$ cat config.mk
export PLATFORM = sky130hd
export DESIGN_NAME = bm_result_collector
export DESIGN_NICKNAME = d
export VERILOG_FILES = /design/src/rtl/bm_result_collector.sv
export SDC_FILE = /design/constraint.sdc
export NUM_CORES = 1
export LEC_CHECK = 0
export BUFFER_PORTS_ARGS = -buffer_cell sky130_fd_sc_hd__buf_4
export CORE_ASPECT_RATIO = 2
export CORE_MARGIN = 2
export CORE_UTILIZATION = 56
export DETAILED_ROUTE_END_ITERATION = 7
export PLACE_DENSITY = 0.8
export REMOVE_ABC_BUFFERS = 1
export SETUP_SLACK_MARGIN = 0.4
export SYNTH_ARGS = -nofsm -noshare
export SYNTH_HDL_FRONTEND = slang
export SYNTH_SLANG_ARGS = --single-unit
export TNS_END_PERCENT = 30
$ cat constraint.sdc
create_clock -name clock -period 3 [get_ports clock]
set_input_delay 0.15 -clock clock [delete_from_list [all_inputs] [get_ports clock]]
set_output_delay 0.15 -clock clock [all_outputs]
set_load 0.01 [all_outputs]
$ cat src/rtl/bm_result_collector.sv
// bm_result_collector: first-word-fall-through result FIFO with tag sequence
// checking, sticky overflow/sequence-error flags and an optional running
// checksum of accepted data.
// Optional feature macro: RESULT_CHECKSUM_EN (checksum adder enabled when defined).
module bm_result_collector #(
    parameter int unsigned DATA_W = 16,
    parameter int unsigned TAG_W  = 8,
    parameter int unsigned DEPTH  = 4
) (
    input  logic                         clock,
    input  logic                         reset_n,
    input  logic [DATA_W-1:0]            in_data,
    input  logic [TAG_W-1:0]             in_tag,
    input  logic                         in_flag,
    input  logic                         in_valid,
    output logic                         in_ready,
    output logic [DATA_W-1:0]            out_data,
    output logic [TAG_W-1:0]             out_tag,
    output logic                         out_flag,
    output logic                         out_valid,
    input  logic                         out_ready,
    output logic [$clog2(DEPTH):0]       level,
    output logic                         overflow,
    output logic                         seq_err,
    output logic [DATA_W-1:0]            checksum
);

    localparam int unsigned AW = $clog2(DEPTH);
    localparam int unsigned LW = AW + 1;

    logic [DATA_W-1:0] mem_data [DEPTH];
    logic [TAG_W-1:0]  mem_tag  [DEPTH];
    logic              mem_flag [DEPTH];

    logic [AW-1:0]     wr_ptr;
    logic [AW-1:0]     rd_ptr;
    logic [TAG_W-1:0]  exp_tag;
    logic              first_push;
    logic              push;
    logic              pop;

    // Handshake decode; readiness depends only on registered occupancy.
    always_comb begin
        in_ready  = (level != LW'(DEPTH));
        out_valid = (level != LW'(0));
        push      = in_valid & in_ready;
        pop       = out_valid & out_ready;
    end

    // Head entry falls through to the outputs; zero while empty.
    always_comb begin
        out_data = '0;
        out_tag  = '0;
        out_flag = 1'b0;
        if (out_valid) begin
            out_data = mem_data[rd_ptr];
            out_tag  = mem_tag[rd_ptr];
            out_flag = mem_flag[rd_ptr];
        end
    end

    // Storage array; contents need no reset because reads are gated by level.
    always_ff @(posedge clock) begin
        if (push) begin
            mem_data[wr_ptr] <= in_data;
            mem_tag[wr_ptr]  <= in_tag;
            mem_flag[wr_ptr] <= in_flag;
        end
    end

    // Pointers and occupancy; pointers wrap naturally at the power-of-two depth.
    always_ff @(posedge clock or negedge reset_n) begin
        if (!reset_n) begin
            wr_ptr <= '0;
            rd_ptr <= '0;
            level  <= '0;
        end else begin
            if (push) wr_ptr <= wr_ptr + AW'(1);
            if (pop)  rd_ptr <= rd_ptr + AW'(1);
            case ({push, pop})
                2'b10:   level <= level + LW'(1);
                2'b01:   level <= level - LW'(1);
                default: level <= level;
            endcase
        end
    end

    // Sticky overflow on any record offered while full.
    always_ff @(posedge clock or negedge reset_n) begin
        if (!reset_n) begin
            overflow <= 1'b0;
        end else if (in_valid && !in_ready) begin
            overflow <= 1'b1;
        end
    end

    // Tag continuity: first accepted record only seeds the expected tag.
    always_ff @(posedge clock or negedge reset_n) begin
        if (!reset_n) begin
            first_push <= 1'b1;
            exp_tag    <= '0;
            seq_err    <= 1'b0;
        end else if (push) begin
            first_push <= 1'b0;
            exp_tag    <= in_tag + TAG_W'(1);
            if (!first_push && (in_tag != exp_tag)) begin
                seq_err <= 1'b1;
            end
        end
    end

`ifdef RESULT_CHECKSUM_EN
    // Running modulo-2^DATA_W sum of accepted data only.
    always_ff @(posedge clock or negedge reset_n) begin
        if (!reset_n) begin
            checksum <= '0;
        end else if (push) begin
            checksum <= checksum + in_data;
        end
    end
`else
    assign checksum = '0;
`endif

endmodule
Word-level counts from Yosys, hierarchy flattened
Memories as Yosys holds them, arrays and structs flattened.
Cells that the tools add are included.
{ "word_totals": {"ff_bits": 18, "mem_count": 3, "wordCells": 34, "input_bits": 29, "mem_bits_rw": 100} }
{ "mem_list": {"columns": ["memory", "words", "width", "read_ports", "rd_ports_with_merged_regs", "write_ports", "line", "rtl"], "rows": [
  ["mem_data", 4, 16, 1, 0, 1, "31", "logic [DATA_W-1:0] mem_data [DEPTH];"],
  ["mem_tag", 4, 8, 1, 0, 1, "32", "logic [TAG_W-1:0] mem_tag [DEPTH];"],
  ["mem_flag", 4, 1, 1, 0, 1, "33", "logic mem_flag [DEPTH];"]
]} }
{ "op_classes": {"n_eq_ne": 4, "n_mux": 6, "n_reduce_logical": 7, "n_bitwise": 2, "n_addsub": 5} }
{ "op_table": {"columns": ["cell", "n"], "rows": [
  ["$mux W16", 1],
  ["$add A8 B1 Y8 const B", 1],
  ["$mux W8", 1],
  ["$ne A8 B8 Y1", 1],
  ["$pmux W3 S2", 1],
  ["$add A2 B1 Y2 const B", 2],
  ["$add A3 B1 Y3 const B", 1],
  ["$mux W1", 3],
  ["$ne A3 B3 Y1 const B", 1],
  ["$reduce_bool A3 Y1", 1],
  ["$sub A3 B1 Y3 const B", 1],
  ["$and A1 B1 Y1", 2],
  ["$eq A2 B1 Y1 const B", 1],
  ["$eq A2 B2 Y1 const B", 1],
  ["$logic_and A1 B1 Y1", 2],
  ["$logic_not A1 Y1", 2],
  ["$reduce_and A2 Y1", 1],
  ["$reduce_bool A2 Y1", 1]
]} }

Depth between registers and ports, before layout
{ "logic_depth": {"ltp_word": 4, "mapped_depth": 10, "depth_no_buf": 8} }

Worst setup path after synthesis
Ideal clock, no wire load.
{ "synth_timing": {"path_type": "register -> register", "start": "reg level[0]", "end": "reg level[2]", "setup_slack_ns": 0.805, "required_ns": 2.921, "stages_incl_launch_ff": 11, "n_path_buf": 2, "t_arrival_ns": 2.116, "cell_sequence": "dfrtp_1 -> or3b_1 -> buf_6 -> nand2_4 -> buf_4 -> ha_1 -> inv_1 -> fa_1 -> xor2_1 -> nor2_1 -> xor2_1"} }
{ "synth_via": {"elab_chain_len": 4, "elab_cells_between_ends": 10, "classes_between": "add/sub (2); eq/ne (3); mux (1); bitwise (2); reduce/logical (2)"} }
{ "synth_lines": {"columns": ["item", "line", "rtl"], "rows": [
  ["from (decl)", "22", "output logic [$clog2(DEPTH):0] level,"],
  ["from (signal assigned)", "81", "2'b10: level <= level + LW'(1);"],
  ["from (signal assigned)", "82", "2'b01: level <= level - LW'(1);"],
  ["from (signal assigned)", "83", "default: level <= level;"],
  ["$ne A3 B3 Y1 *", "44", "in_ready = (level != LW'(DEPTH));"],
  ["named net in_ready", "16", "output logic in_ready,"],
  ["$and A1 B1 Y1 *", "46", "push = in_valid & in_ready;"],
  ["$eq A2 B1 Y1 or $eq A2 B2 Y1 (tied branches)", "80", "case ({push, pop})"],
  ["$pmux W3 S2 or $reduce_bool A2 Y1 (tied branches)", null, null]
]} }
The timed path passes the listed nets; every way through them passes the cells marked *.
A chain may end at the register's enable or synchronous reset.

Final worst setup path
{ "layout_timing": {"start": "reg rd_ptr[1]", "end": "out out_data[0]"} }
{ "layout_via": {"elab_chain_len": 2} }
{ "layout_lines": {"columns": ["item", "line", "rtl"], "rows": [
  ["from (decl)", "36", "logic [AW-1:0] rd_ptr;"],
  ["from (signal assigned)", "79", "if (pop) rd_ptr <= rd_ptr + AW'(1);"],
  ["$mem_v2 Z4 W16", null, null],
  ["$mux W16", "55", "if (out_valid) begin"],
  ["to (decl)", "17", "output logic [DATA_W-1:0] out_data,"]
]} }
Every way passes these cells.

==> out/metrics.cfg <==
[status]
outcome=complete, no violations

[placement]
gp_congestion=0.739
hpwl_microns=5760
port_buffers=60

[global_route]
grt_overflow=0
antenna_found_initial=0
grt_pass1_vias=2859
track_usage=0.224
grt_first_pass_wirelength_microns=15400
grt_max_degree=28

[min_path]
min_path_type=input pin to flip-flop
hold_start=in_tag[4]

[cells_and_area]
fin_util=0.731
antenna_cells=0
nNetsFinal=403
drive_gt1_frac=0.337
area.growth.synth_to_final_pct=27.8

[critical_path]
worstReg2RegStart=level[0]
crit_chain=buf_4 > mux4_2 > and2_1 > buf_4
critPathBufInv=2
crit_path_start_kind=flip-flop
worstPathMaxFanout=16
path_class=flip-flop to output pin
cp_common_cell=buf_4
cp.required_ns=2.85
cp-startpoint=rd_ptr[1]
critPathCaptureType=output pin
worst_ep_arrival_time_ns=2.22
max_stage_delay_ns=0.84
cp_slowest_cell=dfrtp_1
cpLargestDelayFamily=flip-flops

[route]
drt_first_pass_iters=4
vias=2619
avgRoutedWirePerCell_microns=19.9
vias_per_cell=5.46
drt_iter0_drc=162
postRouteWirelength_microns=9540
drc=0
drtAntennaViolNets=0

[cts]
h-tree-depth=4
cts-buffers-inserted=17
clock_latency_ns=0.40
cts_resized=0
cts_hold_buf=23
cts_setup_buffers=0
cts_root_buf=clkbuf_16
cts_tree=built
clockBufferDepth=2
clk_pin_slew_ns=0.05
cts_sinks=118

[sta]
tightestPinTransition_ns=0.769
hold_violations=0
max_freq_ghz=0.421
setup_tns_ns=0
drv_slew=0
timing.final.crit_share=0.791
fin_crit_ns=2.37
clock_skew_ns=0.00763
slew_headroom=0.487
setup_violations=0
grt_setup_unrepaired=false

[power]
peakVddDrop_v=0.000654
p_switching_mw=1.83
pwr-share-clk=0.326
internal-power_mw=4.73
p_per_area_nw_per_um2=1050
power_leakage_nw=2.37
swShare=0.279
power_frac_comb=0.304
seqPwrFrac=0.370

[synth]
synth_warnings=0
syn-cell-area_sq_um=4910
ys_ff_latch=118
seq_area_frac_synth=0.703
syn_inst=270
avgSynthCellArea_sq_um=18.2
synth_cell_types=30

[die]
io_pins=77
initial_utilization=0.572
die_h_microns=136
die_w_microns=70.2
placementRows=48
core-area_sq_um=8590
dieArea_sq_um=9580

[job]
drv_cap=0

-- layout make-up --
cell class | instances | area, sq um
sequential | 118 | 3460
timing repair buffer | 91 | 753
clock buffer | 18 | 429
tap | 100 | 125
fill | 518 | 2310
clock inverter | 14 | 208
multi-input combinational | 134 | 1290
inverter | 5 | 18.8
-- cells in the final DEF, fill, tap and decap left out, types with 2 or more instances in the layout --
cell / netlist / final
mux2_2: 2 / 2
clkinvlp_4: 0 / 4
xor2_1: 13 / 13
dfrtp_1: 17 / 16
edfxtp_1: 100 / 100
bufinv_16: 0 / 5
conb_1: 1 / 16
inv_1: 5 / 5
nor4_1: 2 / 2
mux4_2: 25 / 25
ha_1: 6 / 6
nor2_1: 3 / 3
nand2_1: 9 / 9
and3_1: 5 / 5
dlygate4sd3_1: 0 / 23
xnor2_1: 7 / 7
o21ai_0: 7 / 7
nand3_1: 3 / 3
buf_4: 18 / 67
clkinv_2: 0 / 3
clkbuf_16: 0 / 17
and2_1: 27 / 27
-- state kept, by name, summed over array words and instances, names as in the netlist --
signal,cells
exp_tag,8
first_push,1
level,3
mem_data,64
mem_flag,4
mem_tag,32
overflow,1
rd_ptr,2
seq_err,1
wr_ptr,2
-- metrics by stage --
stage               std cells  cell area (sq um)  hold WS [ns]  setup slack [ns]  power (mW)
global route              480               6280       0.00763             0.499        6.88
detailed placement        425               5410        0.0360             0.683        4.43
CTS                       480               6280       0.00559             0.577        6.63
finish                    480               6280        0.0191             0.627        6.56
global placement          425               5410        0.0356             0.780        4.35
floorplan                 257               4760        -0.146             0.810        3.52
-- synth_stat cells --
cell | count | area share
a211oi_1 | 1 | 0.0015
a41o_1 | 1 | 0.0020
and2_1 | 27 | 0.034
and3_1 | 5 | 0.0064
buf_2 | 3 | 0.0031
buf_4 | 18 | 0.028
buf_6 | 4 | 0.0092
clkbuf_1 | 3 | 0.0023
conb_1 | 1 | 0.00076
dfrtp_1 | 17 | 0.087
dfstp_2 | 1 | 0.0053
edfxtp_1 | 100 | 0.61
fa_1 | 1 | 0.0041
ha_1 | 6 | 0.015
inv_1 | 5 | 0.0038
mux2_2 | 2 | 0.0046
mux2i_1 | 1 | 0.0020
mux4_2 | 25 | 0.11
nand2_1 | 9 | 0.0069
nand2_4 | 1 | 0.0023
nand3_1 | 3 | 0.0031
nand4_1 | 1 | 0.0013
nor2_1 | 3 | 0.0023
nor4_1 | 2 | 0.0025
o21ai_0 | 7 | 0.0071
or2_1 | 1 | 0.0013
or3_1 | 1 | 0.0013
or3b_1 | 1 | 0.0018
xnor2_1 | 7 | 0.012
xor2_1 | 13 | 0.023
-- power groups by stage --
| stage | sequential (mW) | combinational [mW] | clock (mW) |
|---|---|---|---|
| floorplan | 2.44 | 1.08 | 0 |
| global placement | 2.42 | 1.93 | 0 |
| detailed placement | 2.46 | 1.98 | 0 |
| CTS | 2.44 | 2.02 | 2.17 |
| global route | 2.47 | 2.15 | 2.25 |
| finish | 2.43 | 2.00 | 2.14 |
-- worst register-to-register path, cell delays in order, from the launching register on --
cell and delay [ns]:
dfrtp_1 0.42, or3b_1 0.48, nand2_4 0.23, ha_1 0.23, inv_1 0.06, fa_1 0.37
xor2_1 0.15, nor2_1 0.11, xor2_1 0.18
-- final timing paths --
path / depth (start not counted) / slack [ns] / endpoint
worst max-delay path: 4 / 0.63 / out_data[0]
worst min-delay path: 1 / 0.02 / mem_tag[2][4]
worst max register to register: 8 / 0.68 / level[2]
worst min register to register: 1 / 0.47 / overflow
max in group asynchronous: 2 / 2.60 / first_push
min in group asynchronous: 2 / 0.15 / exp_tag[4]
-- cells by family after synthesis --
| group | after synthesis | synth area share |
|---|---|---|
| AOI/OAI and AO/OA | 9 | 0.0107 |
| xor gates and xnor gates | 20 | 0.0357 |
| adders and majority gates | 7 | 0.0194 |
| buffers and inverters | 33 | 0.0458 |
| DFF | 118 | 0.703 |
| muxes | 28 | 0.121 |
| other | 1 | 0.000763 |
| and+or+nand+nor | 54 | 0.0634 |
-- routing by layer --
metal  GRT usage  routed length [microns]  vias up
met1       0.244                     3380     1322
li1            -                        -     1183
met2       0.393                     5540       97
met4       0.109                      231        0
met3      0.0652                      397       17
met5           0                        0        -
Power figures use the tool's default switching activity.
